[src/rtl/video_pkg.sv]
// Shared video definitions: return-pipe ownership tags and raster timing.
// Used by the VRAM arbiter, the timing generator and the fetch logic.
package video_pkg;

    typedef enum logic [1:0] {
        OWN_NONE = 2'd0,
        OWN_VID  = 2'd1,
        OWN_CPU  = 2'd2
    } owner_t;

    typedef struct packed {
        logic   valid;
        owner_t owner;
    } ret_tag_t;

    localparam int H_ACTIVE = 640;
    localparam int H_FRONT  = 16;
    localparam int H_SYNC   = 96;
    localparam int H_BACK   = 48;
    localparam int H_TOTAL  = H_ACTIVE + H_FRONT + H_SYNC + H_BACK;

    localparam int V_ACTIVE = 480;
    localparam int V_FRONT  = 10;
    localparam int V_SYNC   = 2;
    localparam int V_BACK   = 33;
    localparam int V_TOTAL  = V_ACTIVE + V_FRONT + V_SYNC + V_BACK;

    function automatic logic raster_active(input int hc, input int vc);
        return (hc < H_ACTIVE) && (vc < V_ACTIVE);
    endfunction

    function automatic logic hsync_on(input int hc);
        return (hc >= H_ACTIVE + H_FRONT) &&
               (hc <  H_ACTIVE + H_FRONT + H_SYNC);
    endfunction

    function automatic logic vsync_on(input int vc);
        return (vc >= V_ACTIVE + V_FRONT) &&
               (vc <  V_ACTIVE + V_FRONT + V_SYNC);
    endfunction

    function automatic logic h_last(input int hc);
        return hc == H_TOTAL - 1;
    endfunction

    function automatic logic v_last(input int vc);
        return vc == V_TOTAL - 1;
    endfunction

endpackage

[src/rtl/vram_return_pipe.sv]
// Read-return path: tag shift aligned with the VRAM read latency,
// plus the registered rvalid/rdata demux to the two requesters.
module vram_return_pipe
    import video_pkg::*;
#(
    parameter int DataWidth = 8
) (
    input  logic                 inp_clock,
    input  logic                 inp_reset,
    input  logic                 inp_tag_valid,
    input  owner_t               inp_tag_owner,
    input  logic [DataWidth-1:0] inp_mem_rdata,
    output logic                 out_vid_rvalid,
    output logic [DataWidth-1:0] out_vid_rdata,
    output logic                 out_cpu_rvalid,
    output logic [DataWidth-1:0] out_cpu_rdata
);

    ret_tag_t             r_tag0;
    ret_tag_t             r_tag1;
    logic                 r_vid_rvalid;
    logic                 r_cpu_rvalid;
    logic [DataWidth-1:0] r_vid_rdata;
    logic [DataWidth-1:0] r_cpu_rdata;
    logic                 w_ret_vid;
    logic                 w_ret_cpu;

    // r_tag1 lines up with the cycle in which inp_mem_rdata is valid
    always_comb begin
        w_ret_vid = r_tag1.valid && (r_tag1.owner == OWN_VID);
        w_ret_cpu = r_tag1.valid && (r_tag1.owner == OWN_CPU);
    end

    always_ff @(posedge inp_clock or posedge inp_reset) begin
        if (inp_reset) begin
            r_tag0       <= '{valid: 1'b0, owner: OWN_NONE};
            r_tag1       <= '{valid: 1'b0, owner: OWN_NONE};
            r_vid_rvalid <= 1'b0;
            r_cpu_rvalid <= 1'b0;
            r_vid_rdata  <= '0;
            r_cpu_rdata  <= '0;
        end else begin
            r_tag0       <= '{valid: inp_tag_valid, owner: inp_tag_owner};
            r_tag1       <= r_tag0;
            r_vid_rvalid <= w_ret_vid;
            r_cpu_rvalid <= w_ret_cpu;
            if (w_ret_vid) r_vid_rdata <= inp_mem_rdata;
            if (w_ret_cpu) r_cpu_rdata <= inp_mem_rdata;
        end
    end

    assign out_vid_rvalid = r_vid_rvalid;
    assign out_vid_rdata  = r_vid_rdata;
    assign out_cpu_rvalid = r_cpu_rvalid;
    assign out_cpu_rdata  = r_cpu_rdata;

endmodule

[src/rtl/vram_arbiter.sv]
// Single-port VRAM arbiter between scanout fetch and CPU: raster-aware
// priority with a CPU starvation guard, registered issue, tagged returns.
module vram_arbiter
    import video_pkg::*;
#(
    parameter int AddrWidth     = 16,
    parameter int DataWidth     = 8,
    parameter int VideoBurstMax = 7
) (
    input  logic                 inp_clock,
    input  logic                 inp_reset,
    input  logic                 inp_vid_active,
    input  logic                 inp_vid_req,
    input  logic [AddrWidth-1:0] inp_vid_addr,
    output logic                 out_vid_gnt,
    output logic                 out_vid_rvalid,
    output logic [DataWidth-1:0] out_vid_rdata,
    input  logic                 inp_cpu_req,
    input  logic                 inp_cpu_we,
    input  logic [AddrWidth-1:0] inp_cpu_addr,
    input  logic [DataWidth-1:0] inp_cpu_wdata,
    output logic                 out_cpu_gnt,
    output logic                 out_cpu_rvalid,
    output logic [DataWidth-1:0] out_cpu_rdata,
    output logic                 out_mem_en,
    output logic                 out_mem_we,
    output logic [AddrWidth-1:0] out_mem_addr,
    output logic [DataWidth-1:0] out_mem_wdata,
    input  logic [DataWidth-1:0] inp_mem_rdata
);

    localparam int BurstWidth = $clog2(VideoBurstMax + 1);
    localparam logic [BurstWidth-1:0] BurstMax =
        BurstWidth'(VideoBurstMax);

    logic [BurstWidth-1:0] r_burst_cnt;
    logic                  r_mem_en;
    logic                  r_mem_we;
    logic [AddrWidth-1:0]  r_mem_addr;
    logic [DataWidth-1:0]  r_mem_wdata;

    logic   w_vid_wins;
    logic   w_vid_gnt;
    logic   w_cpu_gnt;
    logic   w_tag_valid;
    owner_t w_tag_owner;

    // Video wins uncontended, or in active display until the guard trips
    always_comb begin
        w_vid_wins  = !inp_cpu_req ||
                      (inp_vid_active && (r_burst_cnt != BurstMax));
        w_vid_gnt   = inp_vid_req && w_vid_wins;
        w_cpu_gnt   = inp_cpu_req && !w_vid_gnt;
        w_tag_valid = w_vid_gnt || (w_cpu_gnt && !inp_cpu_we);
        w_tag_owner = OWN_NONE;
        if (w_vid_gnt) begin
            w_tag_owner = OWN_VID;
        end else if (w_cpu_gnt && !inp_cpu_we) begin
            w_tag_owner = OWN_CPU;
        end
    end

    always_ff @(posedge inp_clock or posedge inp_reset) begin
        if (inp_reset) begin
            r_burst_cnt <= '0;
        end else if (!inp_cpu_req || w_cpu_gnt) begin
            r_burst_cnt <= '0;
        end else if (w_vid_gnt && (r_burst_cnt != BurstMax)) begin
            r_burst_cnt <= r_burst_cnt + 1'b1;
        end
    end

    always_ff @(posedge inp_clock or posedge inp_reset) begin
        if (inp_reset) begin
            r_mem_en    <= 1'b0;
            r_mem_we    <= 1'b0;
            r_mem_addr  <= '0;
            r_mem_wdata <= '0;
        end else begin
            r_mem_en <= w_vid_gnt || w_cpu_gnt;
            r_mem_we <= w_cpu_gnt && inp_cpu_we;
            if (w_cpu_gnt) begin
                r_mem_addr <= inp_cpu_addr;
            end else if (w_vid_gnt) begin
                r_mem_addr <= inp_vid_addr;
            end
            if (w_cpu_gnt && inp_cpu_we) begin
                r_mem_wdata <= inp_cpu_wdata;
            end
        end
    end

    assign out_vid_gnt   = w_vid_gnt;
    assign out_cpu_gnt   = w_cpu_gnt;
    assign out_mem_en    = r_mem_en;
    assign out_mem_we    = r_mem_we;
    assign out_mem_addr  = r_mem_addr;
    assign out_mem_wdata = r_mem_wdata;

    vram_return_pipe #(
        .DataWidth(DataWidth)
    ) u_return_pipe (
        .inp_clock     (inp_clock),
        .inp_reset     (inp_reset),
        .inp_tag_valid (w_tag_valid),
        .inp_tag_owner (w_tag_owner),
        .inp_mem_rdata (inp_mem_rdata),
        .out_vid_rvalid(out_vid_rvalid),
        .out_vid_rdata (out_vid_rdata),
        .out_cpu_rvalid(out_cpu_rvalid),
        .out_cpu_rdata (out_cpu_rdata)
    );

endmodule
[config.mk]
export PLATFORM = sky130hd
export DESIGN_NAME = vram_arbiter
export DESIGN_NICKNAME = d
export VERILOG_FILES = /design/src/rtl/video_pkg.sv /design/src/rtl/vram_return_pipe.sv /design/src/rtl/vram_arbiter.sv
export SDC_FILE = /design/constraint.sdc
export NUM_CORES = 1
export LEC_CHECK = 0
export ABC_AREA = 0
export CORE_MARGIN = 5
export CORE_UTILIZATION = 51
export DETAILED_ROUTE_END_ITERATION = 10
export DONT_BUFFER_PORTS = 1
export PLACE_DENSITY = 0.66
export SLEW_MARGIN = 20
export SYNTH_ARGS = -nofsm -noshare
export SYNTH_HDL_FRONTEND = slang
export SYNTH_SLANG_ARGS = --single-unit
[constraint.sdc]
create_clock -name inp_clock -period 1.5 [get_ports inp_clock]
set_input_delay 0 -clock inp_clock [delete_from_list [all_inputs] [get_ports inp_clock]]
set_output_delay 0 -clock inp_clock [all_outputs]
set_load 0.005 [all_outputs]
==> run metrics, run 1 <==
endpoint arrival time on the critical path=1740 ps; final-report hold violation count=6; nets in the synthesized netlist=190; io pins=100; slowest library cell on the worst path=sky130_fd_sc_hd__dfrtp_1; maximum clock rate=0.6417 GHz; Placed Cells incl. Taps=182; Yosys cell types=17; final-stage net count=250; Cell Area, Synth=2008 µm²; Leakage=1.263 nW; final period demand of the worst path=1558 ps; crit start category=flip-flop; CTS tree=yes; sequential fraction of the synthesis area=66.04%; setup violators final=26; share of post-route cells with drive strength above 1=23.08%; Core ar.=3744 µm²; yosys synthesis warning count=0; average vias per placed instance=5.584; count of antenna-violating nets left after detailed routing=0; most area-hungry cell type in the Yosys netlist=sky130_fd_sc_hd__dfrtp_1; area share of the largest cell type after synthesis=66.04%; post-synthesis sequential element count=53; Critical Path, Cell by Cell=ha_2 > ha_4 > nand3b_1 > and3_4 > mux2_4; critical path required time=1680 ps; number of buffers created by CTS=5; largest clock skew in the final design=6.136 ps; post-detailed-placement half-perimeter wirelength=3006 µm; kind of capture point of the worst setup path=flip-flop; diodes inserted=0; Slew HR=62.13%; hold-fix buffer count after cts=52; number of global-route vias before repair=1,493; critical path start-end classification=flip-flop to flip-flop; initial antenna violation count=0; final worst-path cycle share=103.9%; clock root cell=sky130_fd_sc_hd__clkbuf_8; crit path to=out_mem_wdata[1]$_DFFE_PP0P_; class of the tightest hold or removal check=input port to flip-flop; Reg2Reg Depth=5; Post-DP Area=2131 µm²; number of non-filler instances in the completed layout=243; top fanout value on the critical path=9; reg-to-reg endpoint=out_mem_wdata[1]$_DFFE_PP0P_; Setup crit start=r_burst_cnt[0]$_DFFE_PP0P_; Max Buffers Root-to-Sink=2; FP Rows=22; commonest non-fill, non-tap cell in the layout=sky130_fd_sc_hd__dfrtp_1; Worst Slack Setup Final=-58.30 ps; Worst-Margin Slew=567.2 ps; Slowest Stage Delay on Critical Path=390 ps; Peak VDD IR=0.6243 mV; number of max-cap violations=0; post-synthesis instance total=134; unrepaired setup endpoints after global routing=true; clk sink count=53; latest clock arrival within the worst-skew pair=300 ps; initial core utilization=53.64%; Pre-antenna DRT Iters=4; layout overhead on the synthesized area=39.00%; wire length per cell after detailed routing=19.84 µm; power density cells=1112 nW/µm²; all-layer global routing usage=18.38%; run status=finished, violations left; most frequent cells in the layout=53 x sky130_fd_sc_hd__dfrtp_1, 52 x sky130_fd_sc_hd__dlygate4sd3_1, 16 x sky130_fd_sc_hd__and2_1, 16 x sky130_fd_sc_hd__a221o_1, 16 x sky130_fd_sc_hd__mux2_2; global route total overflow=0; count of port buffers added during placement=0; main area contributors after synthesis=sky130_fd_sc_hd__dfrtp_1 66%, sky130_fd_sc_hd__mux2_2 9.0%, sky130_fd_sc_hd__a221o_1 8.0%; Routed Wire Length=4821 µm; worst flop-to-flop path startpoint=r_burst_cnt[0]$_DFFE_PP0P_; Via Count=1,357; first-pass GRT wire length=7424 µm; Hold Slack=-139.1 ps; count of final max-slew check failures=0; worst-case register-to-register setup slack=-60 ps; Remaining DRCs=0; number of DRC markers in iteration 0=69; pin count of the biggest net entering global routing=28; Die Area=5293 µm²; maximum level of the CTS H-tree=2; final standard cell area without fillers=2791 µm²; final RePlAce weighted congestion=0.7812; Chip Height=72.75 µm; Avg Cell Area, Syn=14.99 µm²; die span in x=72.75 µm; clock-pin slew of the registers on the worst-case setup and hold paths=80 ps; violated checks=negative hold slack, negative setup slack; buffers inserted during post-CTS setup optimization=0
-- layout make-up --
cell class | count | area (µm²)
fill | 246 | 952.2
timing repair buffer | 58 | 585.6
multi-input combinational | 71 | 694.4
clock buffer | 7 | 96.34
tap | 48 | 60.06
sequential | 53 | 1326
inverter | 5 | 23.77
clock inverter | 1 | 5.005
-- per-stage QoR --
step | power [mW] | util, % | setup WS (ps) | setup TNS [ps]
after floorplan | 2.067 | - | -49.49 | -578.1
after global routing | 3.255 | 74.57 | -129.3 | -2549
after CTS | 3.134 | 73.90 | -74.47 | -1226
after global placement | 2.150 | 56.92 | -194.5 | -1554
after detailed placement | 2.181 | 56.92 | -267.8 | -2924
final | 3.105 | 74.57 | -58.30 | -991.8
-- state kept, by name, summed over array words and instances, names as in the netlist --
name / flops
u_return_pipe.out_cpu_rdata: 8
out_mem_wdata: 8
u_return_pipe.r_tag0: 3
u_return_pipe.out_vid_rdata: 8
out_mem_addr: 16
out_mem_we: 1
u_return_pipe.out_vid_rvalid: 1
r_burst_cnt: 3
u_return_pipe.r_tag1: 3
out_mem_en: 1
u_return_pipe.out_cpu_rvalid: 1
-- worst min-delay path by stage --
stage | from | end | slack, ps | cells after the start
after global placement | inp_reset | u_return_pipe.out_vid_rdata[0]$_DFFE_PP0P_ | -30 | 1
after global routing | inp_cpu_req | r_burst_cnt[0]$_DFFE_PP0P_ | -150 | 1
after detailed placement | inp_reset | u_return_pipe.out_cpu_rdata[5]$_DFFE_PP0P_ | -30 | 1
after CTS | inp_cpu_req | r_burst_cnt[1]$_DFFE_PP0P_ | -150 | 1
final | inp_cpu_req | r_burst_cnt[1]$_DFFE_PP0P_ | -140 | 1
after floorplan | inp_cpu_we | u_return_pipe.r_tag0[1]$_DFF_PP0_ | 70 | 1
-- critical path: cells and delay by family, from the launching register on --
family	cells	cell delay [ps]
adder cells (fa/ha/maj)	2	340
flip-flops	1	390
multiplexers	1	310
AND/OR/NAND/NOR	2	410
-- metal layers --
metal / routed length (µm) / track usage (%) / vias up
met5: 0 / 0 / -
met2: 2620 / 34.17 / 66
met1: 1699 / 19.35 / 683
li1: - / - / 602
met3: 424 / 6.887 / 6
met4: 76 / 4.713 / 0
-- Yosys cell counts --
master and count:
sky130_fd_sc_hd__a21boi_1 1, sky130_fd_sc_hd__a221o_1 16, sky130_fd_sc_hd__and2_1 16, sky130_fd_sc_hd__and3_1 3, sky130_fd_sc_hd__and3b_1 1, sky130_fd_sc_hd__buf_2 5, sky130_fd_sc_hd__dfrtp_1 53, sky130_fd_sc_hd__ha_1 2
sky130_fd_sc_hd__inv_1 4, sky130_fd_sc_hd__inv_2 1, sky130_fd_sc_hd__mux2_1 8, sky130_fd_sc_hd__mux2_2 16, sky130_fd_sc_hd__nand2_1 1, sky130_fd_sc_hd__nand2b_1 1, sky130_fd_sc_hd__nand3b_1 3, sky130_fd_sc_hd__nor2_1 2
sky130_fd_sc_hd__o21bai_1 1
-- power by group --
part | switching [mW] | internal, mW | total (mW)
Combinational | 0.161 | 0.302 | 0.463
Sequential | 0.167 | 1.64 | 1.81
Clock | 0.416 | 0.417 | 0.834
Total | 0.744 | 2.36 | 3.10
-- cells by family (layout without fill, tap and decap cells) --
| logic type | after synthesis | after routing | share of synthesized area (%) |
|---|---|---|---|
| adder cells (fa/ha/maj) | 2 | 2 | 1.246 |
| AND/OR/NAND/NOR | 27 | 27 | 8.349 |
| AO/OA/AOI/OAI | 18 | 18 | 8.723 |
| multiplexers | 24 | 24 | 13.46 |
| buffers and inverters | 10 | 71 | 2.180 |
| flip-flops | 53 | 53 | 66.04 |
-- what timing repair did --
item | CTS | global route
pin swaps | 0 | 0
gates resized for setup | 5 | 5
hold endpoints to repair | 74 | 6
setup endpoints to repair | 29 | 30
cloned | 0 | 1
(Power assumes the default switching activity.)
==> run 2, diff against run 1 <==
Settings changed: PLACE_DENSITY 0.66 to 0.69.
==> run 2 against run 1 <==
Clock power up 9.8%. Setup slack worse by 70 ps. Critical path depth is 2 higher. Sequential power barely moved. Hold slack better by 170 ps. Core utilization increased by 2.4 points. Largest power group unchanged. Die area unchanged. The flow finishes with violations (negative setup slack). Register-to-register slack worse by 70 ps.
==> run metrics, run 2 (synthesis gave the netlist of run 1 again) <==
critical path start-end classification=flip-flop to flip-flop; count of antenna-violating nets left after detailed routing=0 (unchanged); final period demand of the worst path=1629 ps (+70.36 ps); count of final max-slew check failures=0 (unchanged); io pins=100 (unchanged); Worst-Margin Slew=532.7 ps (-34.52 ps); run status=finished, violations left; CTS tree=yes; number of DRC markers in iteration 0=62 (-10%); Critical Path, Cell by Cell=ha_2 > ha_4 > nand3b_1 > buf_4 > nand2_4 > inv_8 > a221o_1; Max Buffers Root-to-Sink=2 (unchanged); maximum clock rate=0.6140 GHz (-4.3%); P_int=2.450 mW (+3.8%); Final Total Pwr=3.215 mW (+3.5%); most frequent cells in the layout=53 x sky130_fd_sc_hd__dfrtp_1, 52 x sky130_fd_sc_hd__dlygate4sd3_1, 16 x sky130_fd_sc_hd__and2_1, 16 x sky130_fd_sc_hd__a221o_1, 16 x sky130_fd_sc_hd__mux2_2; commonest non-fill, non-tap cell in the layout=sky130_fd_sc_hd__dfrtp_1; global route total overflow=0 (unchanged); clock-pin slew of the registers on the worst-case setup and hold paths=90 ps (about the same); Buf/Inv on CP=2 (+2); violated checks=negative setup slack; power density cells=1116 nW/µm² (+0.35%); crit start category=flip-flop; initial core utilization=53.64% (unchanged); final RePlAce weighted congestion=0.8226 (+5.3%); switch share=23.80% (-0.17 points); Core ar.=3744 µm² (unchanged); clk sink count=53 (unchanged); top fanout value on the critical path=17 (+8); final standard cell area without fillers=2880 µm² (+3.2%); combinational fraction of design power=15.4% (+0.5 points); Via Count=1,399 (+3.1%); final-report hold violation count=0 (-6); count of port buffers added during placement=0 (unchanged); layout overhead on the synthesized area=43.43%; Switching Power=0.7651 mW (+2.8%); first-pass GRT wire length=7859 µm (+5.9%); endpoint arrival time on the critical path=1810 ps (+70 ps); latest clock arrival within the worst-skew pair=300 ps (about the same); all-layer global routing usage=19.50% (+1.1 points); Slowest Stage Delay on Critical Path=390 ps (about the same); multi-input combinational cell area=710.7 µm² (+2.3%); kind of capture point of the worst setup path=flip-flop; Routed Wire Length=5029 µm (+4.3%); number of max-cap violations=0 (unchanged); wire length per cell after detailed routing=20.12 µm (+1.4%); number of global-route vias before repair=1,589 (+6.4%); Reg power frac=56.1% (-2.1 points); diodes inserted=0 (unchanged); Pre-antenna DRT Iters=4 (unchanged); clock root cell=sky130_fd_sc_hd__clkbuf_8; share of post-route cells with drive strength above 1=26.24% (+3.2 points); Register Area=1326 µm² (unchanged); Remaining DRCs=0 (unchanged); pin count of the biggest net entering global routing=31 (+11%); number of buffers created by CTS=5 (unchanged); Largest delay share family, worst path=flip-flops; initial antenna violation count=0 (unchanged); largest clock skew in the final design=4.755 ps (-1.381 ps); Chip Height=72.75 µm (unchanged); class of the tightest hold or removal check=input port to flip-flop; worst slack after detailed placement=-243.0 ps (+24.77 ps); fraction of power consumed by the clock network=28.5% (+1.7 points); critical path required time=1680 ps (about the same); FP Rows=22 (unchanged); Peak VDD IR=0.7231 mV (+16%); Post-DP Area=2153 µm² (+1.1%); max FFs per register=16 (unchanged); count of fill cells added during filler insertion=222 (-9.8%); setup violators final=31 (+19%); final-stage net count=258 (+3.2%); die span in x=72.75 µm (unchanged); maximum level of the CTS H-tree=2 (unchanged); Die Area=5293 µm² (unchanged); unrepaired setup endpoints after global routing=true; post-detailed-placement half-perimeter wirelength=2929 µm (-2.6%); Worst Slack Setup Final=-128.7 ps (-70.36 ps); average vias per placed instance=5.596 (+0.21%); Slew HR=64.43% (+2.3 points); Leakage=1.314 nW (+4.0%); final worst-path cycle share=108.6% (+4.7 points); slowest library cell on the worst path=sky130_fd_sc_hd__dfrtp_1
[run 2: changes by cell type in the layout (fill, tap and decap cells not counted), sizes merged]
cell / before / now
bufinv: 0 / 1
clkbuf: 7 / 5
buf: 6 / 14
[run 2: power groups by stage]
stage               combinational [mW]  sequential (mW)  clock [mW]
floorplan                        0.287             1.78           0
global placement                 0.324             1.83           0
detailed placement               0.345             1.84           0
CTS                              0.476             1.81       0.943
global route                     0.540             1.83        1.01
finish                           0.495             1.80       0.916
[run 2: metrics by stage]
stage | std cells | TNS, ps | hold slack [ps] | utilization (%)
3_3_place_gp | 185 | -2713 | -66.05 | 57.52
6_report | 250 | -2757 | 26.92 | 76.94
5_1_grt | 250 | -5005 | 17.02 | 76.94
4_1_cts | 247 | -2549 | 23.87 | 75.47
2_1_floorplan | 134 | -578.1 | 66.41 | -
3_5_place_dp | 185 | -4162 | -48.31 | 57.52
[run 2: path summary, 6_finish.rpt]
kind                                                        start                                    endpoint  slack [ps]  depth (start not counted)
min in group asynchronous                               inp_reset                        out_mem_we$_DFF_PP0_         190                          2
max in group asynchronous                               inp_reset  u_return_pipe.out_vid_rdata[0]$_DFFE_PP0P_         770                          3
worst min register to register  u_return_pipe.r_tag0[1]$_DFF_PP0_           u_return_pipe.r_tag1[1]$_DFF_PP0_         350                          0
worst max-delay path                   r_burst_cnt[0]$_DFFE_PP0P_                out_mem_addr[11]$_DFFE_PP0P_        -130                          7
worst min-delay path                                  inp_cpu_req           u_return_pipe.r_tag0[0]$_DFF_PP0_          30                          3
worst max register to register         r_burst_cnt[0]$_DFFE_PP0P_                out_mem_addr[11]$_DFFE_PP0P_        -130                          7
[run 2: per-layer routing]
metal	part of all wire [%]	global-route usage [%]
met1	38	21.10
met2	51	33.97
met3	8.8	8.127
met4	1.8	7.172
met5	0	0
[run 2: cell type report]
type,instances,share of cell area [%]
sequential,53,46.05
multi-input combinational,71,24.67
timing repair buffer,66,22.68
clock buffer,5,2.389
tap,48,2.085
clock inverter,2,1.216
inverter,5,0.9123
[run 2: what timing repair did]
item	4_1_cts	5_1_grt
cloned	1	0
setup buffers	2	3
endpoints found under the hold margin	69	0
gates resized for setup	9	5
hold buffers	52	0
pin swaps	2	7
setup endpoints to repair	29	30
[run 2: worst register-to-register path, stage by stage, from the launching register on]
cell	delay, ps
sky130_fd_sc_hd__dfrtp_1	390
sky130_fd_sc_hd__ha_2	190
sky130_fd_sc_hd__ha_4	160
sky130_fd_sc_hd__nand3b_1	150
sky130_fd_sc_hd__buf_4	150
sky130_fd_sc_hd__nand2_4	80
sky130_fd_sc_hd__inv_8	60
sky130_fd_sc_hd__a221o_1	330
